File: config.mk
export PLATFORM = sky130hd
export DESIGN_NAME = ifetch
export DESIGN_NICKNAME = d
export VERILOG_FILES = /design/src/rtl/ifetch.sv
export SDC_FILE = /design/constraint.sdc
export NUM_CORES = 1
export LEC_CHECK = 0
export BUFFER_PORTS_ARGS = -buffer_cell sky130_fd_sc_hd__buf_4
export CORE_MARGIN = 2
export CORE_UTILIZATION = 35
export CTS_CLUSTER_DIAMETER = 100
export DETAILED_ROUTE_END_ITERATION = 10
export PLACE_DENSITY = 0.59
export SKIP_CTS_REPAIR_TIMING = 1
export SYNTH_ARGS = -nofsm -noshare
export SYNTH_HDL_FRONTEND = slang
export SYNTH_SLANG_ARGS = --single-unit
export TNS_END_PERCENT = 5
File: constraint.sdc
create_clock -name clk -period 7.76 [get_ports clk]
set_input_delay 0.388 -clock clk [delete_from_list [all_inputs] [get_ports clk]]
set_output_delay 0.388 -clock clk [all_outputs]
set_load 0.1 [all_outputs]
File: src/rtl/ifetch.sv
// RV32I instruction fetch: owns the PC, drives a one-outstanding req/gnt/rvalid
// fetch port and the IF/ID register. Optional: IFETCH_MISALIGN_CHECK_EN.
module ifetch #(
  parameter int                    ADDR_WIDTH = 32,
  parameter int                    DATA_WIDTH = 32,
  parameter logic [ADDR_WIDTH-1:0] RESET_PC   = '0
) (
  input  logic                  clk,
  input  logic                  rst,
  output logic                  imem_req,
  output logic [ADDR_WIDTH-1:0] imem_addr,
  input  logic                  imem_gnt,
  input  logic                  imem_rvalid,
  input  logic [DATA_WIDTH-1:0] imem_rdata,
  input  logic                  stall,
  input  logic                  redirect,
  input  logic [ADDR_WIDTH-1:0] redirect_pc,
  output logic                  if_id_valid,
  output logic [DATA_WIDTH-1:0] if_id_instr,
  output logic [ADDR_WIDTH-1:0] if_id_pc,
  output logic                  if_id_misalign
);

  localparam logic [DATA_WIDTH-1:0] NOP = DATA_WIDTH'(32'h0000_0013);

  typedef enum logic [1:0] {S_REQ, S_WAIT, S_DROP, S_ERR} state_t;

  state_t                r_state, w_nxt;
  logic [ADDR_WIDTH-1:0] r_pc, r_req_pc;
  logic                  r_buf_valid;
  logic [DATA_WIDTH-1:0] r_buf_instr;
  logic [ADDR_WIDTH-1:0] r_buf_pc;
  logic                  r_if_id_valid;
  logic [DATA_WIDTH-1:0] r_if_id_instr;
  logic [ADDR_WIDTH-1:0] r_if_id_pc;
  logic                  r_if_id_misalign;
  logic                  r_mis_pend;  // misaligned-target entry still owed to IF/ID
  logic                  r_mis_tgt;   // current target is misaligned: park in ERR

  logic                  w_gnt, w_rsp, w_mis;
  logic [ADDR_WIDTH-1:0] w_tgt;

`ifdef IFETCH_MISALIGN_CHECK_EN
  assign w_mis = redirect & (|redirect_pc[1:0]);
  assign w_tgt = redirect_pc;
`else
  logic w_unused_lsb;
  assign w_unused_lsb = ^redirect_pc[1:0];
  assign w_mis        = 1'b0;
  assign w_tgt        = {redirect_pc[ADDR_WIDTH-1:2], 2'b00};
`endif

  assign imem_addr = r_pc;
  assign imem_req  = ~rst & (((r_state == S_REQ) & ~r_buf_valid) |
                             ((r_state == S_WAIT) & imem_rvalid & ~stall));
  assign w_gnt     = imem_req & imem_gnt;
  assign w_rsp     = (r_state == S_WAIT) & imem_rvalid;

  assign if_id_valid    = r_if_id_valid;
  assign if_id_instr    = r_if_id_instr;
  assign if_id_pc       = r_if_id_pc;
  assign if_id_misalign = r_if_id_misalign;

  always_comb begin
    w_nxt = r_state;
    case (r_state)
      S_REQ:   if (w_gnt) w_nxt = S_WAIT;
      S_WAIT:  if (imem_rvalid && !w_gnt) w_nxt = S_REQ;
      S_DROP:  if (imem_rvalid) w_nxt = r_mis_tgt ? S_ERR : S_REQ;
      default: w_nxt = S_ERR;
    endcase
    // A stale rvalid landing with the redirect is consumed now, so DROP is
    // only needed while a granted request is still unanswered.
    if (redirect) begin
      if (w_gnt || (((r_state == S_WAIT) || (r_state == S_DROP)) && !imem_rvalid))
        w_nxt = S_DROP;
      else
        w_nxt = w_mis ? S_ERR : S_REQ;
    end
  end

  always_ff @(posedge clk or posedge rst) begin
    if (rst) begin
      r_state          <= S_REQ;
      r_pc             <= RESET_PC;
      r_req_pc         <= '0;
      r_buf_valid      <= 1'b0;
      r_buf_instr      <= NOP;
      r_buf_pc         <= '0;
      r_if_id_valid    <= 1'b0;
      r_if_id_instr    <= NOP;
      r_if_id_pc       <= '0;
      r_if_id_misalign <= 1'b0;
      r_mis_pend       <= 1'b0;
      r_mis_tgt        <= 1'b0;
    end else begin
      r_state <= w_nxt;
      if (w_gnt) r_req_pc <= r_pc;
      if (redirect) begin
        r_pc             <= w_tgt;
        r_buf_valid      <= 1'b0;
        r_if_id_valid    <= 1'b0;
        r_if_id_misalign <= 1'b0;
        r_mis_pend       <= w_mis;
        r_mis_tgt        <= w_mis;
      end else begin
        if (w_gnt) r_pc <= r_pc + ADDR_WIDTH'(4);
        if (w_rsp && stall) begin
          r_buf_valid <= 1'b1;
          r_buf_instr <= imem_rdata;
          r_buf_pc    <= r_req_pc;
        end
        if (!stall) begin
          if (r_mis_pend) begin
            // pc is frozen on the misaligned target: no grants since the redirect
            r_if_id_valid    <= 1'b1;
            r_if_id_instr    <= NOP;
            r_if_id_pc       <= r_pc;
            r_if_id_misalign <= 1'b1;
            r_mis_pend       <= 1'b0;
          end else if (r_buf_valid) begin
            r_if_id_valid    <= 1'b1;
            r_if_id_instr    <= r_buf_instr;
            r_if_id_pc       <= r_buf_pc;
            r_if_id_misalign <= 1'b0;
            r_buf_valid      <= 1'b0;
          end else if (w_rsp) begin
            r_if_id_valid    <= 1'b1;
            r_if_id_instr    <= imem_rdata;
            r_if_id_pc       <= r_req_pc;
            r_if_id_misalign <= 1'b0;
          end else begin
            r_if_id_valid    <= 1'b0;
            r_if_id_instr    <= NOP;
            r_if_id_misalign <= 1'b0;
          end
        end
      end
    end
  end

endmodule
==> results.cfg <==
[logic_synthesis]
synth.avg_cell_area_um2 = 10.68
ys_seq_elements = 188
synth_edf_count = 0
ys_types = 56
netlist_instances = 796
netlist_area_mm2 = 0.008499
ys_seq_area_frac = 0.5544
synthFlopType = dfrtp_1
synth_warnings = 0
async_flop_share = 1.000

[sta]
setup-tns-final_ns = 0
period_minus_slack_ns = 3.086
rsz0062_at_grt = no
fin_skew_ns = 0.01308
setup_viol = 0
worst_pin_slew_ns = 1.008
hold_viol = 0
max_freq_ghz = 0.3240
fin_ws_ns = 4.674
finalCritPeriodShare = 0.3977
slew_viol_final = 0
maxSlewHeadroom = 0.3281

[setup_path]
worstRegToRegCells = 5
cp.required_ns = 8.08
crit_type = flip-flop to flip-flop
worstPathMaxFanout = 65
r2r_end = r_state[1]$_DFFE_PP0P_
crit_path_start_kind = flip-flop
reg2reg_from = r_buf_valid$_DFF_PP0_
regToRegSetupSlack_ns = 4.67
worstSetupEndpoint = r_state[1]$_DFFE_PP0P_
worstPathArrival_ns = 3.40
critPathLaunch = r_buf_valid$_DFF_PP0_
end_kind = flip-flop

[layout]
n_fill_cell = 2389
design_area_mm2 = 0.01051
layout-drive-gt1-share = 0.3036
diodes = 0
areaGrowthSynthToFinish_pct = 23.67
nets = 1004
layout.cells.non_filler = 1266

[floorplanning]
die_h_um = 159.8
start_util = 0.3526
die_w_um = 159.8
placementRows = 57
core_mm2 = 0.02411
num_io_pins = 169
dieArea_mm2 = 0.02555

[drt]
viasPerCell = 5.035
drt_pass1_iterations = 4
postRouteAntennaNets = 0
drt-total-wl_um = 20960
drc = 0
drt_iter0_markers = 368
routed-via-count = 6374
routedWlPerCell_um = 16.55

[power_and_ir_drop]
vdd.ir_drop.worst_uv = 191.3
power.internal_mw = 2.167
pwr-share-comb = 0.396
power_switching_mw = 1.773
p_clk_frac = 0.217
power_frac_seq = 0.388
p_sw_frac = 0.4499
powerDensity_mw_per_mm2 = 374.8
p_leak_nw = 4.780

[global_route]
busiest_layer = met2
grt_pass1_vias = 6275
grt.met2_usage = 0.2652
antenna_found_initial = 0
grtUsageMet3 = 0.03740
grt_max_degree = 126
grt-ovfl-total = 0
globalRouteMet1Util = 0.2330
grtUsageTotal = 0.1679
grt_pass1_wl_um = 34130

[hold_path]
min_path_type = primary input to asynchronous set/reset pin

[placement]
preCtsSetupSlack_ns = 4.645
dp_hpwl_um = 13650
dp.cells = 1234
gp_congestion = 0.7966
portBuffers = 161
detailed_place.area_mm2 = 0.009932

[clocking]
cts.sinks = 188
htreeDepth = 4
cts_tree = yes
cts_made_buffers = 17
root_buffer = clkbuf_16
clk_latency_ns = 0.44
clk_pin_slew_ns = 0.08
cts.path.max_buffers = 2

[run]
drv_cap = 0

[status]
status = completed
[layer usage]
metal | vias to the layer above | share of wire
met5 | - | 0
met4 | 0 | 0.012
met3 | 17 | 0.051
met2 | 149 | 0.46
met1 | 3114 | 0.48
li1 | 3094 | -
[per-stage QoR]
stage / utilization / hold WS [ns] / power, mW
floorplan: - / 0.4633 / 2.749
global placement: 0.4120 / 0.4624 / 3.090
detailed placement: 0.4120 / 0.4716 / 3.123
CTS: 0.4361 / 0.1405 / 3.983
global route: 0.4361 / 0.1457 / 4.161
finish: 0.4361 / 0.1554 / 3.940
[state kept, by name, indices dropped and copies added (netlist names)]
register     cells
imem_addr       30
if_id_pc        30
r_buf_valid      1
if_id_valid      1
if_id_instr     32
r_state          2
r_req_pc        30
r_buf_instr     32
r_buf_pc        30
[worst min path at each step]
stage	startpoint	endpoint	cells past startpoint
2_1_floorplan	r_req_pc[21]$_DFFE_PP0P_	r_req_pc[21]$_DFFE_PP0P_	2
3_3_place_gp	if_id_valid$_DFFE_PP0P_	if_id_valid$_DFFE_PP0P_	2
3_5_place_dp	if_id_instr[1]$_DFFE_PP1P_	if_id_instr[1]$_DFFE_PP1P_	2
4_1_cts	redirect_pc[2]	imem_addr[2]$_DFFE_PP0P_	3
5_1_grt	redirect_pc[7]	imem_addr[7]$_DFFE_PP0P_	3
6_report	rst	if_id_pc[17]$_DFFE_PP0P_	2
[cells in the final DEF, fill, tap and decap left out, types with 10 or more instances in the layout]
| cell | count |
|---|---|
| mux2i_1 | 31 |
| o21ai_0 | 48 |
| nor2_1 | 76 |
| buf_4 | 168 |
| nand2_1 | 145 |
| mux2_2 | 64 |
| a221oi_1 | 30 |
| dfrtp_1 | 181 |
| nand3_1 | 10 |
| clkbuf_16 | 17 |
| or4_1 | 14 |
| a31oi_1 | 12 |
[cells by family after synthesis]
family	after synthesis	share of synthesized area
simple gates	297	0.1590
flops	188	0.5544
compound gates	136	0.1116
mux	95	0.1213
buf+inv	66	0.03768
xor+xnor	8	0.008243
fa+ha+maj	5	0.007361
other cells	1	0.0004412
[cell usage after synthesis (9+ instances only)]
master / instances / area, um^2
a221oi_1: 30 / 262.8
buf_2: 15 / 75.07
dfrtp_1: 182 / 4554
nor2_1: 78 / 292.8
clkbuf_1: 31 / 116.4
nand2_1: 146 / 548.0
or4_1: 14 / 105.1
mux2i_1: 31 / 310.3
o31ai_1: 9 / 67.56
nand3_1: 10 / 50.05
nor2b_1: 9 / 56.30
o21ai_0: 48 / 240.2
a31oi_1: 12 / 75.07
mux2_2: 64 / 720.7
[final cells by class]
| cell class | count | area (um^2) | area share |
|---|---|---|---|
| inverter | 8 | 37.54 | 0.003571 |
| tap | 324 | 405.4 | 0.03857 |
| timing repair buffer | 168 | 1261 | 0.1200 |
| clock inverter | 14 | 150.1 | 0.01428 |
| clock buffer | 18 | 429.2 | 0.04083 |
| sequential | 188 | 4716 | 0.4486 |
| multi-input combinational | 546 | 3512 | 0.3341 |
[critical path, stage by stage (launching register included)]
cell and delay (ns):
dfrtp_4 1.09, and2b_1 0.37, o21ai_4 0.59, buf_4 0.46, a31oi_1 0.14, mux2_2 0.29
[power by group through the flow]
| stage | logic [mW] | clock network, mW | registers [mW] |
|---|---|---|---|
| global route | 1.66 | 0.922 | 1.58 |
| global placement | 1.56 | 0 | 1.53 |
| CTS | 1.58 | 0.878 | 1.53 |
| floorplan | 0.503 | 0 | 2.25 |
| detailed placement | 1.57 | 0 | 1.55 |
| finish | 1.56 | 0.853 | 1.53 |
Power figures use the tool's default switching activity.
